**config.mk**
```make
export PLATFORM = sky130hd
export DESIGN_NAME = arb_mux_nx1
export DESIGN_NICKNAME = d
export VERILOG_FILES = /design/src/rtl/mem_pkg.sv /design/src/rtl/rr_pick.sv /design/src/rtl/arb_mux_nx1.sv
export SDC_FILE = /design/constraint.sdc
export NUM_CORES = 1
export LEC_CHECK = 0
export BUFFER_PORTS_ARGS = -buffer_cell sky130_fd_sc_hd__buf_2
export CAP_MARGIN = 20
export CORE_AREA = 2 2 58 60
export DETAILED_ROUTE_END_ITERATION = 10
export DIE_AREA = 0 0 60 62
export GPL_ROUTABILITY_DRIVEN = 0
export PLACE_DENSITY_LB_ADDON = 0.12
export SLEW_MARGIN = 20
export SYNTH_ARGS = -nofsm -noshare
export SYNTH_HDL_FRONTEND = slang
export SYNTH_HIERARCHICAL = 1
export SYNTH_SLANG_ARGS = --single-unit
```
**constraint.sdc**
```tcl
create_clock -name clk -period 2.14 [get_ports clk]
set_input_delay 0.107 -clock clk [delete_from_list [all_inputs] [get_ports clk]]
set_output_delay 0.107 -clock clk [all_outputs]
set_load 0.1 [all_outputs]
```
**src/rtl/mem_pkg.sv**
```systemverilog
// Shared definitions for the arb_mux_nx1 slice.
//
// Contents:
//   state_e      - output-register state: StIdle (outValid=0) / StHold (outValid=1)
//   clog2_min1() - ceil(log2(n)), never less than 1; sizes the priority pointer
package mem_pkg;

  typedef enum logic {
    StIdle = 1'b0,
    StHold = 1'b1
  } state_e;

  // A 1-wide pointer is kept even for n<=2 so vector declarations stay legal.
  function automatic int unsigned clog2_min1(input int unsigned n);
    int unsigned w;
    w = 0;
    for (int unsigned i = 0; i < 32; i++) begin
      if ((32'd1 << i) < n) w = i + 1;
    end
    return (w == 0) ? 1 : w;
  endfunction

endpackage

```
**src/rtl/rr_pick.sv**
```systemverilog
// Combinational rotate-and-priority-encode.
//
// Searches req_i starting at index ptr_i, then ptr_i+1, ... wrapping from
// Channels-1 back to 0, and reports the first set bit.
//
// Ports:
//   req_i    [Channels-1:0] request vector
//   ptr_i    [PtrW-1:0]     search start index (0..Channels-1)
//   onehot_o [Channels-1:0] one-hot winner, all zero when req_i is zero
//   idx_o    [PtrW-1:0]     binary winner index, zero when req_i is zero
module rr_pick
  import mem_pkg::*;
#(
  parameter int unsigned Channels = 4,
  parameter int unsigned PtrW     = clog2_min1(Channels)
) (
  input  logic [Channels-1:0] req_i,
  input  logic [PtrW-1:0]     ptr_i,
  output logic [Channels-1:0] onehot_o,
  output logic [PtrW-1:0]     idx_o
);

  logic              found;
  logic [PtrW-1:0]   cand;
  int unsigned       sum;

  always_comb begin
    onehot_o = '0;
    idx_o    = '0;
    found    = 1'b0;
    cand     = '0;
    sum      = 0;
    for (int unsigned k = 0; k < Channels; k++) begin
      // ptr_i < Channels, so one conditional subtract performs the wrap.
      sum = 32'(ptr_i) + k;
      if (sum >= Channels) sum = sum - Channels;
      cand = PtrW'(sum);
      if (!found && req_i[cand]) begin
        found          = 1'b1;
        onehot_o[cand] = 1'b1;
        idx_o          = cand;
      end
    end
  end

endmodule

```
**src/rtl/arb_mux_nx1.sv**
```systemverilog
// N-to-1 arbitrated multiplexer with a single registered output word.
//
// Each cycle in which the output register is free (empty, or being drained by
// outReady) and at least one channel requests, one channel is picked, its data
// slice is latched into y, and a one-cycle ack pulse goes back to that channel.
// Back-to-back captures sustain one word per cycle.
//
// Configuration:
//   ARB_MUX_NX1_RR_EN defined   - round-robin: search starts one past last winner
//   ARB_MUX_NX1_RR_EN undefined - fixed priority: lowest index always wins
//
// Ports:
//   clk       sole clock, rising edge
//   reset     synchronous, active-high
//   req       [channels-1:0]      per-channel request
//   inputVal  [size*channels-1:0] packed channel data, channel i at [size*i +: size]
//   outReady  downstream accepts y this cycle when outValid is high
//   y         [size-1:0]          registered selected data
//   outValid  registered, y holds a pending word
//   grant     [channels-1:0]      registered one-hot source of y, zero when idle
//   ack       [channels-1:0]      combinational one-hot capture pulse
module arb_mux_nx1
  import mem_pkg::*;
#(
  parameter int unsigned size     = 8,
  parameter int unsigned channels = 4
) (
  input  logic                     clk,
  input  logic                     reset,
  input  logic [channels-1:0]      req,
  input  logic [size*channels-1:0] inputVal,
  input  logic                     outReady,
  output logic [size-1:0]          y,
  output logic                     outValid,
  output logic [channels-1:0]      grant,
  output logic [channels-1:0]      ack
);

  localparam int unsigned PtrW = clog2_min1(channels);

  state_e                state_q;
  logic [size-1:0]       y_q;
  logic [channels-1:0]   grant_q;
  logic [PtrW-1:0]       ptr;
  logic [channels-1:0]   win_oh;
  logic [PtrW-1:0]       win_idx;
  logic [size-1:0]       sel_data;
  logic                  capture;

`ifdef ARB_MUX_NX1_RR_EN
  logic [PtrW-1:0] ptr_q;
  logic [PtrW-1:0] ptr_d;

  // Next search start is one past the winner, wrapping at the last channel.
  always_comb begin
    if (win_idx == PtrW'(channels - 1)) ptr_d = '0;
    else                                ptr_d = win_idx + PtrW'(1);
  end

  always_ff @(posedge clk) begin
    if (reset)        ptr_q <= '0;
    else if (capture) ptr_q <= ptr_d;
  end

  assign ptr = ptr_q;
`else
  assign ptr = '0;
`endif

  rr_pick #(
    .Channels (channels),
    .PtrW     (PtrW)
  ) u_rr_pick (
    .req_i    (req),
    .ptr_i    (ptr),
    .onehot_o (win_oh),
    .idx_o    (win_idx)
  );

  // The output register is free when empty or when its word leaves this cycle.
  assign capture = !reset && ((state_q == StIdle) || outReady) && (|req);
  assign ack     = capture ? win_oh : '0;

  always_comb begin
    sel_data = '0;
    for (int unsigned i = 0; i < channels; i++) begin
      if (win_idx == PtrW'(i)) sel_data = inputVal[i*size +: size];
    end
  end

  always_ff @(posedge clk) begin
    if (reset) begin
      state_q <= StIdle;
      y_q     <= '0;
      grant_q <= '0;
    end else begin
      unique case (state_q)
        StIdle: begin
          if (capture) begin
            state_q <= StHold;
            y_q     <= sel_data;
            grant_q <= win_oh;
          end
        end
        StHold: begin
          if (capture) begin
            y_q     <= sel_data;
            grant_q <= win_oh;
          end else if (outReady) begin
            // Drained with nobody waiting: y keeps its last value.
            state_q <= StIdle;
            grant_q <= '0;
          end
        end
        default: begin
          state_q <= StIdle;
        end
      endcase
    end
  end

  assign y        = y_q;
  assign outValid = (state_q == StHold);
  assign grant    = grant_q;

endmodule

```
; ---- Word level (Yosys, flattened, before mapping)
; Index checks and enable logic that the tools add are counted.
[classes]
n_shift = 0
reduce_logical = 13
muxes = 24
multipliers = 0
order_cmp = 0
n_eq_ne = 5
div_mod_pow = 0
n_bitwise = 1
add_sub_neg = 0
[ops]
columns = op, count
row1 = 8-bit two-way mux, 5
row2 = 4-bit two-way mux, 5
row3 = 1-bit two-way mux, 8
row4 = 4-bit case mux with 2 select lines, 1
row5 = 2-bit two-way mux, 3
row6 = 1-bit logical AND, 5
row7 = "2-bit equality test, second input constant", 2
row8 = 1-bit logical NOT, 4
row9 = 4-bit OR reduction, 1
row10 = 3-bit two-way mux, 1
row11 = "3-bit by 2-bit inequality test with 1-bit output, second input constant", 1
row12 = "2-bit by 1-bit equality test with 1-bit output, second input constant", 1
row13 = 2-bit logical NOT, 1
row14 = "2-bit inequality test, second input constant", 1
row15 = 1-bit case mux with 2 select lines, 1
row16 = 2-bit AND reduction, 1
row17 = 1-bit logical OR, 1
row18 = 1-bit inverter, 1
[word_totals]
mem_count = 0
ram_bits = 0
reg_bits = 13
latch_bits = 0
romBits = 0
out_inout_bits = 17

; ---- Depth between registers and ports, before layout
[depth]
ltp_word = 16
mapped_depth = 12
depth_no_buf = 9

; ---- Hierarchy
; Netlist, hierarchy kept.
[modules_own_cells]
columns = module, area_each_um2, seq_area_each_um2, n_inst, cells_per_inst
row1 = arb_mux_nx1, 752.0, 260.2, 1, 67
row2 = rr_pick, 489.2, 0.0, 1, 65

; ---- Least setup slack after synthesis
; OpenSTA, ideal clock, no wires.
[synth_timing]
kind = reg2out
start = register state_q, in the netlist outValid
end = output ack[0]
path_stages_with_launch = 4
arrival_ns = 2.093
setup_slack_ns = -0.060
n_path_buf = 0
path_cell_list = dfxtp_1 -> nor2b_2 -> nor3_2 -> and2_1
[synth_between]
elab_chain_cells = 5
[synth_lines]
columns = element, line_no
row1 = start: declaration, arb_mux_nx1.sv:41  ; state_e state_q;
row2 = start signal: assignment, arb_mux_nx1.sv:93  ; state_q <= StIdle;
row3 = start signal: assignment, arb_mux_nx1.sv:100  ; state_q <= StHold;
row4 = start signal: assignment, arb_mux_nx1.sv:111  ; state_q <= StIdle;
row5 = 1-bit inverter, n/a
row6 = 1-bit logical OR, arb_mux_nx1.sv:81  ; assign capture = !reset && ((state_q == StIdle) || outReady) && (|req);
row7 = 1-bit logical AND (2 in a row), arb_mux_nx1.sv:81
row8 = 4-bit two-way mux, arb_mux_nx1.sv:82  ; assign ack = capture ? win_oh : '0;
row9 = end: declaration, arb_mux_nx1.sv:36  ; output logic [channels-1:0] ack
; No other way between the ends.

; ---- Worst setup path in the final report
[layout_timing]
start = register state_q, in the netlist outValid
end = output ack[3]
; The elaborated chain is that of the path after synthesis.

==> metrics.txt <==
status complete, no violations; critical path class flop to output port; Post-Synth XOR/XNOR Area 0%; Worst setup SP type flop; final hold slack 0.145 ns; Worst-Margin Slew between 0.7 and 0.8 ns; Multi-input gate area ~920 um2; met1 wire length between 1000 and 1500 um; DP Area approximately 1600 um2; post-route cell area ~1600 um2; Routed Antenna Nets 0; yosys warns 6; Synth Area in Compound Gates approximately a quarter; Setup WS pre-CTS -0.0617 ns; flop-to-flop setup slack 0.86 ns; residual DRC count 0; htree depth 1; met3 WL approximately 100 um; Pins Over Slew Limit 0; root buffer cell clkbuf_4; PostCTS Resize Cnt 0; final net count 240; CTS tree built; FF+latch count, synth 13; Top Metal Used met4; Clock Path Buffers 2; All-Layer GR Usage between 10% and 20%; Max Cap Viol 0; Detailed Route WL roughly 3100 um; worst stage delay on the critical path about 0.4 ns; adder-cell share of the synthesized area 5.04%; Mapped Cells around 130; critical-path cell list nor2b_2, nor3_2, and2_2, buf_2; mux contribution to synthesized area a little over a fifth; Mapped Area about 1200 um2; commonest non-fill, non-tap cells in the layout 54 x buf_2, 14 x o21ai_0, 13 x dfxtp_1; Slew HR 48.8%; cts bufs inserted 3; clock transition at the registers of the reported paths around 0.08 ns; arrival time worst endpoint approximately 1.8 ns; most common cell after layout, fill and taps aside buf_2; slowest cell on the critical path buf_2; largest net degree at the start of global routing 16; Rows 21; Tmin final around 1.9 ns; average wire per standard cell between 10 and 15 um; Hold Violations, Final 0; Initial Util between 30% and 40%; DIE AREA approximately 3700 um2; CTS Hold Bufs 0; clk_lat worst skew 0.27 ns; CP max FO 9; final core utilization 51.8%; via density per instance about 5.1; vias in the first global route 1,158; area grow syn2layout 32.7%; main combinational cell family by area after synthesis compound AO/OA/AOI/OAI gates; gr ovfl total 0; Final WS setup roughly 0.23 ns; initial antenna violation count 0; clk_skew about 0.0076 ns; Core ar. 3180 um2; Lkg Pwr around 0.00075 uW; first-pass GRT wire length just under 5000 um; Mean Syn Cell Area around 9.4 um2; setup bufs post-CTS 0; I/O pins between 50 and 60; register area approximately 260 um2; Max IR drop VDD ~0.00026 V; f_max ~520 MHz; crit path capture type output port; clock sink count 13; placed wire-length estimate approximately 2500 um; post-synthesis sequential area ratio about a fifth; pwr dens approximately 600 nW/um2; Pre-Repair DR Iteration Count 4; IO buf count 55; Iter 0 DRT Violations 62; Final setup viols 0; via count between 1,000 and 1,500; Die Ht roughly 62 um; Die W 60 um; ant diodes 0; fill count approximately 330; Post-Synth Simple-Gate Area around 21%; met2 WL roughly 1500 um; Tcrit/Tclk final around nine tenths; Finished Layout Cells around 240; share of layout cells above drive strength 1 about half; Unique masters post-synth 39; Cells after DPL 237; Critical Path RT 2.03 ns; unrepaired setup endpoints after global routing false; Hold Path Class input pin to flop
## cell families after synthesis
family / Yosys count
adder cells (fa/ha/maj): 5
flip-flops: 13
AND/OR/NAND/NOR: 41
other: 1
AO/OA/AOI/OAI: 43
buffers and inverters: 16
multiplexers: 13
## metal layers
| layer | up-vias | GRT usage, % |
|---|---|---|
| li1 | 621 | - |
| met1 | 579 | 23.4 |
| met2 | 31 | 28.7 |
| met3 | 2 | 1.86 |
| met4 | 0 | 8.89 |
| met5 | - | 0 |
## report_power, final
| part | total [uW] | internal, uW | switching (uW) | leakage (uW) |
|---|---|---|---|---|
| logic | 554 | 189 | 365 | 0.000626 |
| clock network | 150 | 69.2 | 80.6 | 0.0000177 |
| registers | 279 | 267 | 12.2 | 0.000107 |
| total | 984 | 526 | 458 | 0.000751 |
## cells in the mapped netlist
master,n,area (um2)
mux4_2,11,248
nor2b_2,1,8.76
mux2i_1,2,20.0
or2_2,1,6.26
nor2_1,3,11.3
a22o_1,1,8.76
nor3b_1,2,15.0
and2_1,4,25.0
clkbuf_2,3,15.0
or2_4,1,8.76
conb_1,1,3.75
clkbuf_1,1,3.75
or3_1,1,6.26
a32o_1,5,50.1
o21ai_4,1,16.3
nand2_1,10,37.5
nor3_1,1,5.00
dfxtp_1,13,260
nor3_2,1,10.0
nand3_1,8,40.0
o21ai_1,2,10.0
nor2b_4,1,13.8
a21oi_1,10,50.1
buf_6,3,33.8
nor4_4,1,21.3
o21bai_1,1,7.51
a221o_2,4,45.0
or4_4,1,11.3
o31a_1,1,8.76
and3b_1,2,17.5
o21ai_0,14,70.1
o31ai_1,1,7.51
a211oi_1,1,7.51
dlygate4sd1_1,1,8.76
buf_2,4,20.0
nand2b_1,3,18.8
ha_1,5,62.6
inv_1,4,15.0
a31oi_1,2,12.5
## metrics by stage
step                      power [uW]  TNS [ns]
after global placement           828   -0.0411
final                            984         0
after detailed placement         834    -0.331
after CTS                        983         0
after global routing            1040         0
after floorplan                  720         0
## final cells by class
| type | instances | area share (%) |
|---|---|---|
| clock buffer | 3 | 1.37 |
| clock inverter | 1 | 0.304 |
| inverter | 4 | 0.912 |
| multi-input combinational | 110 | 55.6 |
| sequential | 13 | 15.8 |
| tap | 46 | 3.50 |
| timing repair buffer | 64 | 22.5 |
## final timing paths
path	from	end	depth (start not counted)
max	outValid	ack[3]	4
min	reset	y[5]	2
max reg2reg	outValid	grant[3]	3
min reg2reg	y[6]	y[6]	2
## state kept, by name, indices dropped and copies added, names as in the netlist
register	count
grant	4
outValid	1
y	8
## critical path, delay by kind of cell (launching register included)
family / cells / cell delay (ns)
flip-flops: 1 / 0.36
buffers and inverters: 1 / 0.41
AND/OR/NAND/NOR: 3 / 0.77
Note: power is estimated with default switching activity, not from simulation.
